## config.mk

```make
export PLATFORM = sky130hd
export DESIGN_NAME = pixel_histogram
export DESIGN_NICKNAME = d
export VERILOG_FILES = /design/src/rtl/startracker_pkg.sv /design/src/rtl/hist_ram.sv /design/src/rtl/pixel_histogram.sv
export SDC_FILE = /design/constraint.sdc
export NUM_CORES = 2
export LEC_CHECK = 0
export ABC_CLOCK_PERIOD_IN_PS = 18600
export CAP_MARGIN = 25
export CORE_MARGIN = 1
export CORE_UTILIZATION = 63
export DETAILED_ROUTE_END_ITERATION = 10
export PLACE_DENSITY = 0.79
export RECOVER_POWER = 100
export SLEW_MARGIN = 20
export SYNTH_ARGS = -nofsm -noshare
export SYNTH_HDL_FRONTEND = slang
export SYNTH_HIERARCHICAL = 1
export SYNTH_SLANG_ARGS = --single-unit
```

## constraint.sdc

```tcl
create_clock -name i_clk -period 18.6 [get_ports i_clk]
set_clock_uncertainty 0.15 [all_clocks]
set_input_delay 2.79 -clock i_clk [delete_from_list [all_inputs] [get_ports i_clk]]
set_output_delay 2.79 -clock i_clk [all_outputs]
set_load 0.05 [all_outputs]
```

## src/rtl/startracker_pkg.sv

```systemverilog
// Shared histogram defaults and state type, also consumed by the downstream
// derivative stage.
package startracker_pkg;

  localparam int PIX_W_DEF = 8;
  localparam int BIN_W_DEF = 16;

  typedef enum logic [1:0] {
    ST_CLEAR   = 2'd0,
    ST_ACCUM   = 2'd1,
    ST_DRAIN   = 2'd2,
    ST_READOUT = 2'd3
  } hist_state_t;

endpackage

```

## src/rtl/hist_ram.sv

```systemverilog
// Bin storage: simple dual-port RAM, one write port, one synchronous read port
// with 1-cycle latency. A read colliding with a write returns the old contents.
module hist_ram #(
  parameter int AW = 8,
  parameter int DW = 16
) (
  input  logic          clk,
  input  logic          we,
  input  logic [AW-1:0] waddr,
  input  logic [DW-1:0] wdata,
  input  logic          re,
  input  logic [AW-1:0] raddr,
  output logic [DW-1:0] rdata
);

  logic [DW-1:0] mem [2**AW];

  always_ff @(posedge clk) begin
    if (we) mem[waddr] <= wdata;
    if (re) rdata <= mem[raddr];
  end

endmodule

```

## src/rtl/pixel_histogram.sv

```systemverilog
// Frame intensity histogram: clear pass, saturating RMW accumulation with
// forwarding, then an in-order readout that zeroes each bin as it leaves.
module pixel_histogram
  import startracker_pkg::*;
#(
  parameter int PIX_W = PIX_W_DEF,
  parameter int BIN_W = BIN_W_DEF
) (
  input  logic             i_clk,
  input  logic             i_rst_n,
  input  logic             i_pix_valid,
  input  logic [PIX_W-1:0] i_pix_data,
  input  logic             i_pix_last,
  output logic             o_pix_ready,
  output logic             o_bin_valid,
  output logic [PIX_W-1:0] o_bin_idx,
  output logic [BIN_W-1:0] o_bin_count,
  output logic             o_bin_last,
  input  logic             i_bin_ready,
  output logic             o_overflow
);

  localparam logic [PIX_W-1:0] IDX_MAX = '1;
  localparam logic [BIN_W-1:0] CNT_MAX = '1;

  hist_state_t state, state_next;

  logic [PIX_W-1:0] clr_idx;
  logic             drain_cnt;
  logic             ovf_flag;

  logic             s2_valid;
  logic [PIX_W-1:0] s2_idx;
  logic             fwd_valid;
  logic [PIX_W-1:0] fwd_idx;
  logic [BIN_W-1:0] fwd_count;
  logic [BIN_W-1:0] base, inc;
  logic             sat;

  logic [PIX_W-1:0] rd_idx;
  logic             rd_done;
  logic             a_valid;
  logic [PIX_W-1:0] a_idx;
  logic             rd_issue;
  logic             b_load;

  logic             pix_fire, bin_fire;
  logic             ram_we, ram_re;
  logic [PIX_W-1:0] ram_waddr, ram_raddr;
  logic [BIN_W-1:0] ram_wdata, ram_rdata;

  assign o_pix_ready = (state == ST_ACCUM);
  assign pix_fire    = (state == ST_ACCUM) && i_pix_valid;
  assign bin_fire    = (state == ST_READOUT) && o_bin_valid && i_bin_ready;

  // The RAM read for the stage-2 pixel missed the write committed on the same
  // edge, so that last write is forwarded when it targets the same bin.
  assign base = (fwd_valid && (fwd_idx == s2_idx)) ? fwd_count : ram_rdata;
  assign sat  = (base == CNT_MAX);
  assign inc  = sat ? base : base + 1'b1;

  assign b_load   = a_valid && (!o_bin_valid || bin_fire);
  assign rd_issue = (state == ST_READOUT) && !rd_done && (!a_valid || b_load);

  always_comb begin
    ram_we    = 1'b0;
    ram_waddr = '0;
    ram_wdata = '0;
    if (s2_valid) begin
      ram_we    = 1'b1;
      ram_waddr = s2_idx;
      ram_wdata = inc;
    end else if (state == ST_CLEAR) begin
      ram_we    = 1'b1;
      ram_waddr = clr_idx;
    end else if (bin_fire) begin
      ram_we    = 1'b1;
      ram_waddr = o_bin_idx;
    end
    ram_re    = pix_fire || rd_issue;
    ram_raddr = (state == ST_READOUT) ? rd_idx : i_pix_data;
  end

  hist_ram #(.AW(PIX_W), .DW(BIN_W)) u_ram (
    .clk   (i_clk),
    .we    (ram_we),
    .waddr (ram_waddr),
    .wdata (ram_wdata),
    .re    (ram_re),
    .raddr (ram_raddr),
    .rdata (ram_rdata)
  );

  always_ff @(posedge i_clk or negedge i_rst_n) begin
    if (!i_rst_n) state <= ST_CLEAR;
    else          state <= state_next;
  end

  always_comb begin
    state_next = state;
    case (state)
      ST_CLEAR:   if (clr_idx == IDX_MAX) state_next = ST_ACCUM;
      ST_ACCUM:   if (pix_fire && i_pix_last) state_next = ST_DRAIN;
      ST_DRAIN:   if (drain_cnt) state_next = ST_READOUT;
      ST_READOUT: if (bin_fire && o_bin_last) state_next = ST_ACCUM;
      default:    state_next = ST_CLEAR;
    endcase
  end

  // DRAIN spans two cycles so the last pixel's write has landed before readout.
  always_ff @(posedge i_clk or negedge i_rst_n) begin
    if (!i_rst_n) begin
      clr_idx    <= '0;
      drain_cnt  <= 1'b0;
      s2_valid   <= 1'b0;
      s2_idx     <= '0;
      fwd_valid  <= 1'b0;
      fwd_idx    <= '0;
      fwd_count  <= '0;
      ovf_flag   <= 1'b0;
      o_overflow <= 1'b0;
    end else begin
      if (state == ST_CLEAR) clr_idx <= clr_idx + 1'b1;
      drain_cnt <= (state == ST_DRAIN) && !drain_cnt;
      s2_valid  <= pix_fire;
      s2_idx    <= i_pix_data;
      fwd_valid <= s2_valid;
      fwd_idx   <= s2_idx;
      fwd_count <= inc;
      if ((state == ST_DRAIN) && drain_cnt) begin
        o_overflow <= ovf_flag;
        ovf_flag   <= 1'b0;
      end else if (s2_valid && sat) begin
        ovf_flag <= 1'b1;
      end
    end
  end

  // Readout is a RAM-read stage feeding a holding output stage.
  always_ff @(posedge i_clk or negedge i_rst_n) begin
    if (!i_rst_n) begin
      rd_idx      <= '0;
      rd_done     <= 1'b0;
      a_valid     <= 1'b0;
      a_idx       <= '0;
      o_bin_valid <= 1'b0;
      o_bin_idx   <= '0;
      o_bin_count <= '0;
      o_bin_last  <= 1'b0;
    end else if (state != ST_READOUT) begin
      rd_idx      <= '0;
      rd_done     <= 1'b0;
      a_valid     <= 1'b0;
      o_bin_valid <= 1'b0;
      o_bin_last  <= 1'b0;
    end else begin
      if (rd_issue) begin
        rd_idx  <= rd_idx + 1'b1;
        rd_done <= (rd_idx == IDX_MAX);
        a_idx   <= rd_idx;
        a_valid <= 1'b1;
      end else if (b_load) begin
        a_valid <= 1'b0;
      end
      if (b_load) begin
        o_bin_valid <= 1'b1;
        o_bin_idx   <= a_idx;
        o_bin_count <= ram_rdata;
        o_bin_last  <= (a_idx == IDX_MAX);
      end else if (bin_fire) begin
        o_bin_valid <= 1'b0;
        o_bin_last  <= 1'b0;
      end
    end
  end

endmodule

```

# After elaboration in Yosys (flattened, before gate mapping)
# Memories as Yosys holds them, arrays and structs flattened. A register that Yosys moved wholly into a read port is not among the register bits.
# Cells that the tools add are included.
[classes]
n_addsub = 3
n_eq_ne = 13
mux = 31
n_bitwise = 1
reduce_logical = 27
[ops]
columns = ["op", "n"]
rows = [
  ["2-to-1 mux 16 bit", 3],
  ["2-to-1 mux 8 bit", 6],
  ["== test 8 bit, second input constant", 3],
  ["2-to-1 mux 1 bit", 17],
  ["adder 16 x 1 -> 16 bit, second input constant", 1],
  ["adder 8 x 1 -> 8 bit, second input constant", 2],
  ["== test 16 bit, second input constant", 1],
  ["logical AND 1 bit", 12],
  ["== test 8 bit", 1],
  ["2-to-1 mux 2 bit", 4],
  ["case mux 2 bit (4 select lines)", 1],
  ["inequality test 2 x 1 -> 1 bit, second input constant", 3],
  ["nonzero test 3 bit", 2],
  ["== test 2 bit, second input constant", 2],
  ["zero test 1 bit", 4],
  ["inequality test 2 bit, second input constant", 2],
  ["AND reduction 2 bit", 2],
  ["AND reduction 4 bit", 1],
  ["nonzero test 2 bit", 2],
  ["logical OR 1 bit", 3],
  ["== test 2 x 1 -> 1 bit, second input constant", 1],
  ["zero test 2 bit", 1],
  ["inverter 1 bit", 1],
]
[word_totals]
regBits = 91
ramBits = 4096
inputBits = 13
output_inout_bits = 28
elab_cells = 94
mem_count = 1
[mem_list]
columns = ["name", "depth", "width", "read_ports", "rd_ports_with_merged_regs", "wr", "line_no", "source"]
rows = [
  ["u_ram.mem", 256, 16, 1, 1, 1, "hist_ram.sv:16", "logic [DW-1:0] mem [2**AW];"],
]

# Depth between registers and ports, before layout
[depth]
ltp_word = 9
ltp_mapped = 15
depth_no_buf = 11

# Cells and area by module
# Netlist, hierarchy kept.
[by_module_without_submodules]
columns = ["module", "n_inst", "cells_each", "area_per_inst_um2", "seq_area_each_um2"]
rows = [
  ["hist_ram", 1, 7360, 158874.9, 123478.4],
  ["pixel_histogram", 1, 429, 4640.7, 2277.2],
]

# Worst setup path before layout
# OpenSTA, ideal clock, no wires.
[synth_path]
path_type = "reg-to-reg"
start = "register s2_idx[5]"
end = "memory u_ram.mem[0][10] (data pin)"
setup_ns = 2.212
arrival_ns = 12.671
t_required_ns = 16.238
setup_slack_ns = 3.568
stages_incl_launch_ff = 12
path_buffers = 0
period_less_slack_ns = 15.032
path_cell_list = "dfrtp_1 > xnor2_1 > nand3_1 > nor3_4 > mux2_2 > ha_1 > nand3_1 > nor4_4 > nand3_1 > mux2i_1 > o31a_1 > nor3b_1"
[synth_via]
elab_chain_cells = 6
elab_cells_between_ends = 7
cone_classes = "add/sub (1); eq/ne (2); mux (3); reduce/logical (1)"
[synth_lines]
columns = ["element", "line_no", "source"]
rows = [
  ["start, declared", "pixel_histogram.sv:33", "logic [PIX_W-1:0] s2_idx;"],
  ["start signal, assigned", "pixel_histogram.sv:126", "s2_idx <= i_pix_data;"],
  ["== test 8 bit *", "pixel_histogram.sv:58", "assign base = (fwd_valid && (fwd_idx == s2_idx)) ? fwd_count : ram_rdata;"],
  ["logical AND 1 bit *", "pixel_histogram.sv:58", ""],
  ["2-to-1 mux 16 bit *", "pixel_histogram.sv:58", ""],
  ["adder 16 x 1 -> 16 bit / == test 16 bit (equally long branches)", "pixel_histogram.sv:60, pixel_histogram.sv:59", ""],
  ["2-to-1 mux 16 bit *", "pixel_histogram.sv:60", "assign inc = sat ? base : base + 1'b1;"],
  ["2-to-1 mux 16 bit *", "pixel_histogram.sv:69", "if (s2_valid) begin"],
  ["named net ram_wdata[10]", "pixel_histogram.sv:50", "logic [BIN_W-1:0] ram_wdata, ram_rdata;"],
  ["end, declared", "hist_ram.sv:16", ""],
]
# Mark *: on every way through the listed nets, which the timed path passes. The rest lies on a longest branch.

# Worst setup path after layout
[layout_path]
start = "register s2_idx[4]"
end = "memory u_ram.mem[190][4] (data pin)"
# Same word-level chain as after synthesis.

==> impl_results.md <==
- Outcome: finished with violations
- Failing checks: DRC, capacitance limit, slew limit
- Row cnt: 186
- Global placement routability congestion: 0.907
- Worst-Margin Slew: 9.42 ns
- Ys Warns: 6
- Worst skew pair latency: between 1 and 1.5 ns
- Worst path slowest cell: clkbuf_1
- Xor/xnor share of the synthesized area: 0.00182
- Hold path depth: 0
- Yosys cell types: between 60 and 70
- Synth Instances: 7789
- R2r setup slk: 5.46 ns
- Largest net degree at the start of global routing: 181
- Syn_nets: between 7000 and 8000
- CTS clk-pin slew, worst paths: 0.06 ns
- FF-to-FF Start: s2_idx[4]
- Number of global-route vias before repair: 85700
- Endpoints failing setup: 0
- Worst VDD drop: 0.0000955 V
- CTS Root Cell: clkbuf_16
- Deepest clock path buffer count: 4
- Critical path fanouts, max: 176
- Worst path max stage delay: 6.36 ns
- Tot GR Track Use: 0.335
- CTS Sinks: roughly 4200
- H-tree depth: 5
- Fmax: 76.1 MHz
- Largest family of logic cells by synthesized area: multiplexers
- Hold Buf Count CTS: 0
- Cts bufs inserted: between 400 and 500
- Vias: roughly 87000
- Synthesized area: 0.164 mm2
- Arr. time, crit path: 13.63 ns
- EDFF count, synth: 4112
- Post-synthesis mux area share: 0.155
- Overall routed net length: 438 mm
- Hold_sp: s2_idx[3]
- # DRC: 7
- Top_reg_cell synth: edfxtp_1
- RR Endpoint: u_ram/mem[190][4]
- Critical Path RT: 19.09 ns
- Initial core utilization: 0.635
- Sequential element share of the synthesized area: 0.769
- Max-slew violations: 4413
- Total global routing overflow: 0
- Power per cell area: 104 mW/mm2
- CTS tree: yes
- Setup bufs post-CTS: 0
- Vias/cell: 7.27
- Initial antenna violation count: 18
- Die ar.: 0.262 mm2
- Die Span Y: 511 um
- Share of cells above drive strength 1: 0.195
- Post-synthesis register bit count: 4203
- Final hold vios: 0
- Top cell type's share of synthesized area: 0.755
- CP Capture Type: flop
- Critical Path Most Common Cell: clkbuf_1
- PnR worst setup slack: 5.46 ns
- Core Region: about 0.26 mm2
- Largest cells by area after synthesis: edfxtp_1 (76%), mux4_2 (11%), mux2i_1 (3.6%), dfrtp_1 (1.4%), o221ai_1 (1.3%)
- Placed wire-length estimate: between 200 and 250 mm
- FF-to-FF path depth: 14
- Simple-gate portion of the synthesized area: 0.0202
- TNS Setup: 0 ns
- Number of gates resized after cts: 0
- Worst-path cell chain: xnor2_1 -> nand4_1 -> nor3_4 -> clkbuf_1 -> mux2_1 -> ha_1 -> nand2_1 -> or4_1 -> o21ai_0 -> mux2i_1 -> a211o_1 -> o21ai_4 -> clkbuf_1 -> buf_4
- Fin crit share: 0.706
- Number of max-cap violations: 117
- First-pass DRT Iterations: 11
- NumNets Final: 8217
- LEAKAGE: between 60 and 70 nW
- Die extent in x: between 500 and 600 um
- Synth Area in Adders: 0.000612
- CP Class: reg2reg
- Min-delay worst type: reg2reg
- ANT nets after route: 0
- Fin crit period: 13.14 ns
- First-pass GRT wire length: 619 mm
- Post-synthesis async set-or-reset flop share: 0.0217
- Unrepaired setup endpoints after global routing: no
- DR iter-0 viols: 14200
- Hold Path End: fwd_idx[3]
- Post-Syn Area per Cell: roughly 21 um2
- Synth Area in Compound Gates: 0.0364
- Post-synth top area cell: edfxtp_1
- Top Ports: 41
- Worst slew margin: -5.28
- Post-place setup slack: 8.89 ns
- Synth-to-layout area growth: 10.6%
- # port buffers: 40
- Startpoint types: flop
- Drt wl/cell: 36.7 um
==> logic make-up (layout without fill, tap and decap cells) <==
| group | after synthesis | after routing |
|---|---|---|
| flops | 4203 | 4203 |
| other cells | 0 | 25 |
| mux | 1517 | 1517 |
| compound gates | 843 | 843 |
| fa+ha+maj | 8 | 8 |
| simple gates | 704 | 704 |
| buf+inv | 480 | 1211 |
| xor+xnor | 34 | 34 |
==> synthesized netlist by cell type (12+ instances only) <==
library cell,number
buf_4,28
o221ai_1,252
and3_1,13
nand3_1,56
and2_1,14
a211oi_1,19
mux4_2,797
o32ai_1,20
a22oi_1,50
a22o_1,32
o22ai_1,148
mux2i_1,583
xor2_1,13
nor3_1,100
buf_6,77
clkbuf_1,243
buf_1,27
dfrtp_1,91
xnor2_1,21
o31ai_1,17
buf_2,77
a21oi_1,185
nand2_1,84
nor4_1,18
mux2_2,137
nor2b_1,12
o21ai_0,64
a221oi_1,29
edfxtp_1,4112
nor2_1,325
nand4_1,40
==> cells in the final DEF (no fill, tap or decap), types with 17 or more instances in the layout <==
master | netlist | final
xnor2_1 | 21 | 21
mux2_2 | 137 | 129
o21ai_0 | 64 | 61
bufinv_16 | 0 | 39
nor2_2 | 0 | 25
diode_2 | 0 | 25
a211oi_1 | 19 | 19
a22oi_1 | 50 | 50
mux2i_1 | 583 | 583
o221ai_1 | 252 | 252
nor4_1 | 18 | 19
nor3_1 | 100 | 96
buf_12 | 5 | 17
a21oi_1 | 185 | 185
nand3_1 | 56 | 55
o22ai_1 | 148 | 148
clkbuf_1 | 243 | 393
clkinv_2 | 0 | 74
o32ai_1 | 20 | 20
edfxtp_1 | 4112 | 4112
nand4_1 | 40 | 40
a22o_1 | 32 | 32
dfrtp_1 | 91 | 91
buf_4 | 28 | 78
mux4_2 | 797 | 797
clkinv_1 | 0 | 97
nor2_1 | 325 | 300
dlygate4sd3_1 | 0 | 37
nand2_1 | 84 | 84
clkbuf_16 | 0 | 411
a221oi_1 | 29 | 29
clkinvlp_4 | 0 | 18
==> how the worst max path moves through the flow <==
| stage | start | to | slack (ns) | depth (start not counted) |
|---|---|---|---|---|
| 2_1_floorplan | s2_idx[5] | u_ram/mem[0][10] | 3.57 | 11 |
| 3_3_place_gp | i_pix_data[0] | u_ram/rdata[13] | 8.80 | 12 |
| 3_5_place_dp | i_pix_data[0] | u_ram/rdata[9] | 8.89 | 12 |
| 4_1_cts | i_pix_data[0] | u_ram/rdata[9] | 9.79 | 12 |
| 5_1_grt | s2_idx[1] | u_ram/mem[190][4] | 4.99 | 14 |
| 6_report | s2_idx[4] | u_ram/mem[190][4] | 5.46 | 14 |
==> state kept, by name, summed over array words and instances (netlist names), 8 cells and up <==
signal,cells
a_idx,8
clr_idx,8
fwd_count,16
fwd_idx,8
o_bin_count,16
o_bin_idx,8
rd_idx,8
s2_idx,8
u_ram/mem,4096
u_ram/rdata,16
==> critical path, delay by kind of cell, from the launching register on <==
family	cells	cell delay, ns
XOR/XNOR	1	0.20
flip-flops	1	0.42
adder cells (fa/ha/maj)	1	0.33
AO/OA/AOI/OAI	3	0.67
buffers and inverters	3	8.93
AND/OR/NAND/NOR	4	1.10
multiplexers	2	0.55
==> per-layer routing <==
metal  up-vias  GRT usage  wire (um)
li1      33600          -          -
met1     44300      0.448     145000
met2      7385      0.514     205000
met3      1318      0.100      64800
met4        16      0.151      22800
met5         -          0        100
==> layout make-up <==
cell class,instances,area [um2]
Inverter,12,57.6
Timing Repair Buffer,465,2670
Antenna cell,25,62.6
Clock inverter,250,2270
Multi-Input combinational cell,3106,35200
Tap cell,3384,4230
Sequential cell,4203,126000
Fill cell,14700,76600
Clock buffer,484,10600
==> stage by stage <==
stage | std cells | power [mW] | area, um2 | utilization | hold slack (ns)
floorplan | 7789 | 10.8 | 164000 | - | 0.202
global placement | 11100 | 10.9 | 169000 | 0.656 | 0.259
detailed placement | 11100 | 10.9 | 169000 | 0.657 | 0.270
CTS | 11900 | 18.8 | 182000 | 0.707 | 0.288
global route | 11900 | 19.2 | 181000 | 0.702 | 0.297
finish | 11900 | 18.8 | 181000 | 0.703 | 0.290
==> power by group <==
part           leakage, nW  internal, mW  total [mW]  switching (mW)
sequential            45.3          10.2        10.2         0.00160
clock                 6.26          4.59        8.05            3.46
combinational         12.0         0.157       0.486           0.329
total                 63.5          15.0        18.8            3.79
No activity file was read; power rests on OpenSTA's default activity.
